$ cat src/rtl/arith_pkg.sv
// Shared arithmetic-library definitions: FSM encoding and step-count derivation.
package arith_pkg;

  typedef enum logic [1:0] {
    IDLE = 2'd0,
    RUN  = 2'd1,
    DONE = 2'd2
  } state_t;

  function automatic int calc_steps(input int width, input int bits_per_cycle);
    return width / bits_per_cycle;
  endfunction

endpackage

$ cat src/rtl/full_sub.sv
// Combinational 1-bit full-subtractor cell: d = a - b - bin with borrow-out.
module full_sub (
  input  logic a_i,
  input  logic b_i,
  input  logic bin_i,
  output logic d_o,
  output logic bo_o
);

  assign d_o  = a_i ^ b_i ^ bin_i;
  assign bo_o = (~a_i & b_i) | (~(a_i ^ b_i) & bin_i);

endmodule

$ cat src/rtl/serial_subtractor.sv
// Multi-cycle subtractor d = a - b - bin, BITS_PER_CYCLE bits per RUN cycle.
// Start accepted in IDLE or DONE; result registers update only when entering DONE.
module serial_subtractor
  import arith_pkg::*;
#(
  parameter int WIDTH          = 8,
  parameter int BITS_PER_CYCLE = 1
) (
  input  logic             clk,
  input  logic             rst,
  input  logic             start,
  input  logic [WIDTH-1:0] a,
  input  logic [WIDTH-1:0] b,
  input  logic             bin,
  output logic             busy,
  output logic             done,
  output logic [WIDTH-1:0] d,
  output logic             bo,
  output logic             ovf
);

  localparam int STEPS = calc_steps(WIDTH, BITS_PER_CYCLE);
  localparam int CNT_W = (STEPS > 1) ? $clog2(STEPS) : 1;
  localparam logic [CNT_W-1:0] LAST = CNT_W'(STEPS - 1);

  state_t state_q, state_d;
  logic   accept, step, last;

  logic [WIDTH-1:0] a_q, b_q, res_q, d_q;
  logic [CNT_W-1:0] cnt_q;
  logic             brw_q, bo_q, ovf_q;

  logic [BITS_PER_CYCLE:0]               brw_chain;
  logic [BITS_PER_CYCLE-1:0]             diff;
  logic [WIDTH+BITS_PER_CYCLE-1:0]       res_cat;
  logic [WIDTH-1:0]                      res_shift;

  assign brw_chain[0] = brw_q;

  for (genvar i = 0; i < BITS_PER_CYCLE; i++) begin : g_cell
    full_sub u_cell (
      .a_i  (a_q[i]),
      .b_i  (b_q[i]),
      .bin_i(brw_chain[i]),
      .d_o  (diff[i]),
      .bo_o (brw_chain[i+1])
    );
  end

  // Difference bits enter from the MSB side so the LSB lands at bit 0 after STEPS shifts.
  assign res_cat   = {diff, res_q};
  assign res_shift = WIDTH'(res_cat >> BITS_PER_CYCLE);

  always_comb begin
    state_d = state_q;
    accept  = 1'b0;
    step    = 1'b0;
    last    = (cnt_q == LAST);
    case (state_q)
      IDLE: begin
        if (start) begin
          accept  = 1'b1;
          state_d = RUN;
        end
      end
      RUN: begin
        step = 1'b1;
        if (last) state_d = DONE;
      end
      DONE: begin
        if (start) begin
          accept  = 1'b1;
          state_d = RUN;
        end else begin
          state_d = IDLE;
        end
      end
      default: state_d = IDLE;
    endcase
  end

  always_ff @(posedge clk) begin
    if (rst) begin
      state_q <= IDLE;
      a_q     <= '0;
      b_q     <= '0;
      brw_q   <= 1'b0;
      res_q   <= '0;
      cnt_q   <= '0;
      d_q     <= '0;
      bo_q    <= 1'b0;
      ovf_q   <= 1'b0;
    end else begin
      state_q <= state_d;
      if (accept) begin
        a_q   <= a;
        b_q   <= b;
        brw_q <= bin;
        res_q <= '0;
        cnt_q <= '0;
      end else if (step) begin
        a_q   <= a_q >> BITS_PER_CYCLE;
        b_q   <= b_q >> BITS_PER_CYCLE;
        brw_q <= brw_chain[BITS_PER_CYCLE];
        res_q <= res_shift;
        cnt_q <= cnt_q + CNT_W'(1);
        if (last) begin
          // On the final step the top cell of the chain is the MSB cell.
          d_q   <= res_shift;
          bo_q  <= brw_chain[BITS_PER_CYCLE];
          ovf_q <= brw_chain[BITS_PER_CYCLE] ^ brw_chain[BITS_PER_CYCLE-1];
        end
      end
    end
  end

  assign busy = (state_q == RUN);
  assign done = (state_q == DONE);
  assign d    = d_q;
  assign bo   = bo_q;
  assign ovf  = ovf_q;

endmodule

$ cat config.mk
export PLATFORM = sky130hd
export DESIGN_NAME = serial_subtractor
export DESIGN_NICKNAME = d
export VERILOG_FILES = /design/src/rtl/arith_pkg.sv /design/src/rtl/full_sub.sv /design/src/rtl/serial_subtractor.sv
export SDC_FILE = /design/constraint.sdc
export NUM_CORES = 1
export LEC_CHECK = 0
export BUFFER_PORTS_ARGS = -buffer_cell sky130_fd_sc_hd__buf_2
export CORE_AREA = 2 2 59 61
export CTS_CLUSTER_SIZE = 40
export DETAILED_ROUTE_END_ITERATION = 12
export DIE_AREA = 0 0 61 63
export GPL_TIMING_DRIVEN = 0
export PLACE_DENSITY = 0.72
export SYNTH_ARGS = -nofsm -noshare
export SYNTH_HDL_FRONTEND = slang
export SYNTH_SLANG_ARGS = --single-unit
export TNS_END_PERCENT = 50
$ cat constraint.sdc
create_clock -name clk -period 1.6 [get_ports clk]
set_input_delay 0 -clock clk [delete_from_list [all_inputs] [get_ports clk]]
set_output_delay 0 -clock clk [all_outputs]
set_load 0.05 [all_outputs]
### Word-level counts from Yosys, hierarchy flattened

Cells that the tools add are included.

| cells by class | value |
|---|---|
| multiply operators | 0 |
| div/mod/pow operators | 0 |
| eq/ne operators | 5 |
| add/sub/neg operators | 1 |
| order comparisons | 0 |
| reduce and logical (&&, ||, !) cells | 6 |
| bitwise operators | 9 |
| shift operators | 0 |
| muxes and demuxes | 13 |

Operators by type and width:

| operator | number |
|---|---|
| 8-bit two-way mux | 4 |
| 1-bit two-way mux | 6 |
| 2-bit case mux with 3 select lines | 1 |
| 2-bit two-way mux | 2 |
| 2-bit OR reduction | 2 |
| 3-bit by 1-bit adder with 3-bit output, second input constant | 1 |
| 3-bit equality test, second input constant | 1 |
| 1-bit inverter | 3 |
| 3-bit AND reduction | 1 |
| 1-bit bitwise XOR | 3 |
| 1-bit bitwise AND | 2 |
| 2-bit by 1-bit equality test with 1-bit output, second input constant | 1 |
| 2-bit equality test, second input constant | 1 |
| 2-bit logical NOT | 1 |
| 2-bit by 1-bit != test with 1-bit output, second input constant | 1 |
| 2-bit != test, second input constant | 1 |
| 2-bit AND reduction | 1 |
| 2-bit nonzero test | 1 |
| 1-bit OR | 1 |

| word-level totals | value |
|---|---|
| latch bits | 0 |
| logic and storage cells | 43 |
| memory bits (writable) | 0 |
| input bits | 20 |
| register bits after elaboration | 40 |
| memories kept | 0 |
| bits in read-only memories | 0 |

### Longest topological paths before layout

| depth | value |
|---|---|
| depth after elaboration | 6 |
| mapped depth | 6 |

### Cells and area by module

A second synthesis with hierarchy kept.

| second synthesis, totals | value |
|---|---|
| cell total of the unflattened synthesis | 183 |
| area total of the unflattened synthesis | 1602.8 sq um |

By module, submodules not included:

| module | cells an instance | area each (sq um) | times used | sequential area each (sq um) |
|---|---|---|---|---|
| serial_subtractor | 179 | 1571.5 | 1 | 780.7 |
| full_sub | 4 | 31.3 | 1 | 0.0 |

### Least setup slack after synthesis

Ideal clock, no wire load.

| timing path | value |
|---|---|
| path kind | reg2reg |
| from | reg cnt_q[0] |
| to | reg bo_q (netlist: bo) |
| buffers on the path | 1 |
| data required time | 1.514 ns |
| path slack | 0.295 ns |
| cell stages (with the launch flop) | 6 |
| setup time | 0.086 ns |
| arrival time | 1.219 ns |
| period minus slack after synthesis | 1.305 ns |
| cells stage by stage | dfxtp_1 ha_1 ha_1 and3b_1 buf_2 a211oi_1 |

| on the way | value |
|---|---|
| cells in the longest elaborated chain, start to end | 2 |

RTL lines:

| element | RTL line | text |
|---|---|---|
| from (decl) | serial_subtractor.sv:30 | `logic [CNT_W-1:0] cnt_q;` |
| from (signal assigned) | serial_subtractor.sv:106 | `cnt_q <= cnt_q + CNT_W'(1);` |
| 3-bit equality test | serial_subtractor.sv:58 | `last = (cnt_q == LAST);` |
| 3-bit AND reduction (no line) | - |  |
| to (signal assigned) | serial_subtractor.sv:110 | `bo_q <= brw_chain[BITS_PER_CYCLE];` |
| to (decl) | serial_subtractor.sv:31 | `logic brw_q, bo_q, ovf_q;` |

Every way passes these cells.
A chain may end at the register's enable or synchronous reset.

### Worst setup path after layout

| timing path | value |
|---|---|
| from | reg state_q[1] |
| to | out busy |

| on the way | value |
|---|---|
| cells in the longest elaborated chain, start to end | 1 |

RTL lines:

| element | RTL line | text |
|---|---|---|
| from (decl) | serial_subtractor.sv:26 | `state_t state_q, state_d;` |
| from (signal assigned) | serial_subtractor.sv:94 | `state_q <= state_d;` |
| 2-bit by 1-bit equality test with 1-bit output | serial_subtractor.sv:117 | `assign busy = (state_q == RUN);` |
| to (decl) | serial_subtractor.sv:15 | `output logic busy,` |

Every way passes these cells.

==> summary.txt <==
Synth
  • Cell accounting for the most synthesized area: dfxtp_1
  • Synth top cells by count: nand2_1 (46), dfxtp_1 (39), a21oi_1 (21)
  • Count leader, synth: nand2_1
  • Post-synthesis async set-or-reset flop share: 0%
  • Syn_area_per_cell: between 8 and 9 um^2
  • Top post-synthesis cells by area: dfxtp_1 (50%), nand2_1 (11%), a21oi_1 (6.8%)
  • Yosys warnings: 0
  • Syn Nets: slightly above 200
  • Prevailing post-synth register cell: dfxtp_1
  • EDFF count, synth: 0
  • Yosys reg bits: 39
  • Cell count after synthesis: 180
  • Mapped Area: roughly 1600 um^2
  • Top cell type's share of synthesized area: between 50 and 60%
  • Sequential fraction of the synthesis area: approximately 50%
  • Synth unique cells: 30

STA
  • Setup violators final: 0
  • Fin crit period: approximately 1500 ps
  • Fin crit share: 92.3%
  • Worst slew margin: roughly 63%
  • Pin slew with the least headroom to its limit: approximately 560 ps
  • Worst Skew: 4.74 ps
  • RSZ-0062 raised after global routing: false
  • Setup TNS: 0 ps
  • Pins Over Slew Limit: 0
  • Final Hold Fails: 0
  • Maximum clock rate: roughly 680 MHz

Routing
  • DR vias/cell: between 4 and 5
  • First-pass detailed-route iteration total: 6
  • DR WL/cell: between 10 and 15 um
  • Routed WL: 3.27 mm
  • Residual DRC count: 0
  • DR iter-0 viols: 37
  • Vias post-DR: ~1400
  • Detail Route Antenna Nets: 0

Global route
  • Vias in the first global route: roughly 1300
  • Largest net degree at the start of global routing: 12
  • GRT Total Usage: 19.0%
  • GRT overflow: 0
  • Initial antenna violation count: 0
  • First-pass GRT wire length: about 5.5 mm

Hold path
  • HP Class: in2reg

Die
  • # rows: 21
  • Io pins: 32
  • Starting Density: between 40% and 50%
  • Die width: about 61 um
  • Die ar.: roughly 3800 um^2
  • Core box area: about 3200 um^2
  • Die height: 63 um

Critical path
  • Critical Path End Type: output pin
  • CP arrival: 1480 ps
  • Critical Path Start Type: flip-flop
  • Top fanout value on the critical path: 10
  • Critical path class: reg2out
  • CP Data Required Time: around 1600 ps

Finish
  • Diode count: 0
  • Post-layout net count: ~260
  • Finished Core Util: roughly 62%
  • Filler Cell Count: approximately 310
  • Reg area: between 700 and 800 um^2
  • Multi-input gate area: ~670 um^2
  • Share of cells above drive strength 1: 22.0%
  • Area grow syn2layout: 29.3%

Power and ir drop
  • Worst vdd ir: roughly 0.00048 V
  • Leakage: around 0.8 nW
  • Pwr Density: about 940 nW/um^2

Placed design
  • Detail Placement HPWL: about 2.2 mm
  • I/O Buffers: 31
  • Placer Congestion: ~0.73

Job
  • Max_cap viols: 0

CTS
  • Number of buffers created by CTS: 5
  • CTS sink count: 39
  • CTS clk-pin slew, worst paths: 100 ps
  • H-tree depth: 2
  • Postcts setup bufs: 0
  • Root buffer cell: clkbuf_4
  • Clk_lat worst skew: around 340 ps
  • Max Buffers Root-to-Sink: 2
  • Clock tree from TritonCTS: done

Run status
  • Status: completed
==> sequential cells by signal, indices dropped and copies added, names as in the netlist <==
name / cells
a_q: 8
b_q: 8
bo: 1
brw_q: 1
cnt_q: 3
d: 8
ovf: 1
res_q: 7
state_q: 2
==> critical path, cell delays in order (launching register included) <==
cell	delay, ps
dfxtp_1	340
nand2b_1	150
buf_6	150
inv_4	90
buf_4	190
buf_4	220
==> path summary, 6_finish.rpt <==
| path | start | endpoint | slack, ps | depth (start not counted) |
|---|---|---|---|---|
| worst max-delay path | state_q[1]$_SDFFE_PP0P_ | busy | 120 | 5 |
| worst min-delay path | start | a_q[6]$_SDFFE_PP0P_ | 30 | 4 |
| worst max register to register | cnt_q[0]$_SDFFE_PP0N_ | bo$_SDFFE_PP0P_ | 190 | 5 |
| worst min register to register | d[4]$_SDFFE_PP0P_ | d[4]$_SDFFE_PP0P_ | 460 | 2 |
==> repair_timing <==
item	4_1_cts	5_1_grt
setup endpoints to repair	0	1
gates resized for setup	0	3
hold buffers	17	0
endpoints found under the hold margin	17	0
==> layer usage <==
metal | vias to the layer above | global-route usage (%) | part of all wire, %
met2 | 50 | 30.8 | 46
met5 | - | 0 | 0
met4 | 0 | 4.89 | 1.0
met3 | 4 | 6.42 | 6.1
met1 | 622 | 23.8 | 47
li1 | 730 | - | -
==> final cells by class <==
type / count / share of cell area [%]
buffer: 13 / 4.36
multi-input combinational: 125 / 33.4
tap: 46 / 2.86
timing repair buffer: 48 / 16.3
sequential: 39 / 38.9
inverter: 3 / 0.685
clock buffer: 8 / 3.42
==> cell usage in the layout (no fill, tap or decap), drive strengths merged, types with 2 or more instances in the layout <==
master | synthesis | routed
a22oi | 2 | 2
a21oi | 21 | 21
nor3 | 14 | 14
nor2 | 9 | 9
xnor2 | 2 | 2
nand2b | 3 | 3
ha | 2 | 2
o22ai | 7 | 7
dlygate4sd3 | 0 | 17
clkbuf | 2 | 10
nand3 | 3 | 3
inv | 3 | 3
mux2i | 2 | 2
buf | 11 | 42
dfxtp | 39 | 39
a311oi | 6 | 6
nand2 | 46 | 46
==> power breakdown <==
part | internal (W) | total [W] | switching, W
registers | 0.00102 | 0.00104 | 0.0000258
logic | 0.000137 | 0.000284 | 0.000147
clock network | 0.000259 | 0.000558 | 0.000299
==> stage by stage <==
| step | hold WS [ps] | worst slack [ps] | total power, W | instances | area (um^2) |
|---|---|---|---|---|---|
| after detailed placement | 289 | 207 | 0.00131 | 257 | 1770 |
| after CTS | 6.33 | 5.54 | 0.00191 | 282 | 2010 |
| after global placement | 266 | 196 | 0.00131 | 257 | 1770 |
| after floorplan | 174 | 295 | 0.00124 | 180 | 1550 |
| final | 31.9 | 123 | 0.00188 | 282 | 2010 |
| after global routing | 23.9 | 17.7 | 0.00200 | 282 | 2010 |
==> cell families after synthesis <==
group	synth area share, %
XOR/XNOR	1.13
multiplexers	1.29
AND/OR/NAND/NOR	22.1
AO/OA/AOI/OAI	15.9
buffers and inverters	6.52
flip-flops	50.2
adder cells (fa/ha/maj)	2.90
(Power assumes the default switching activity.)
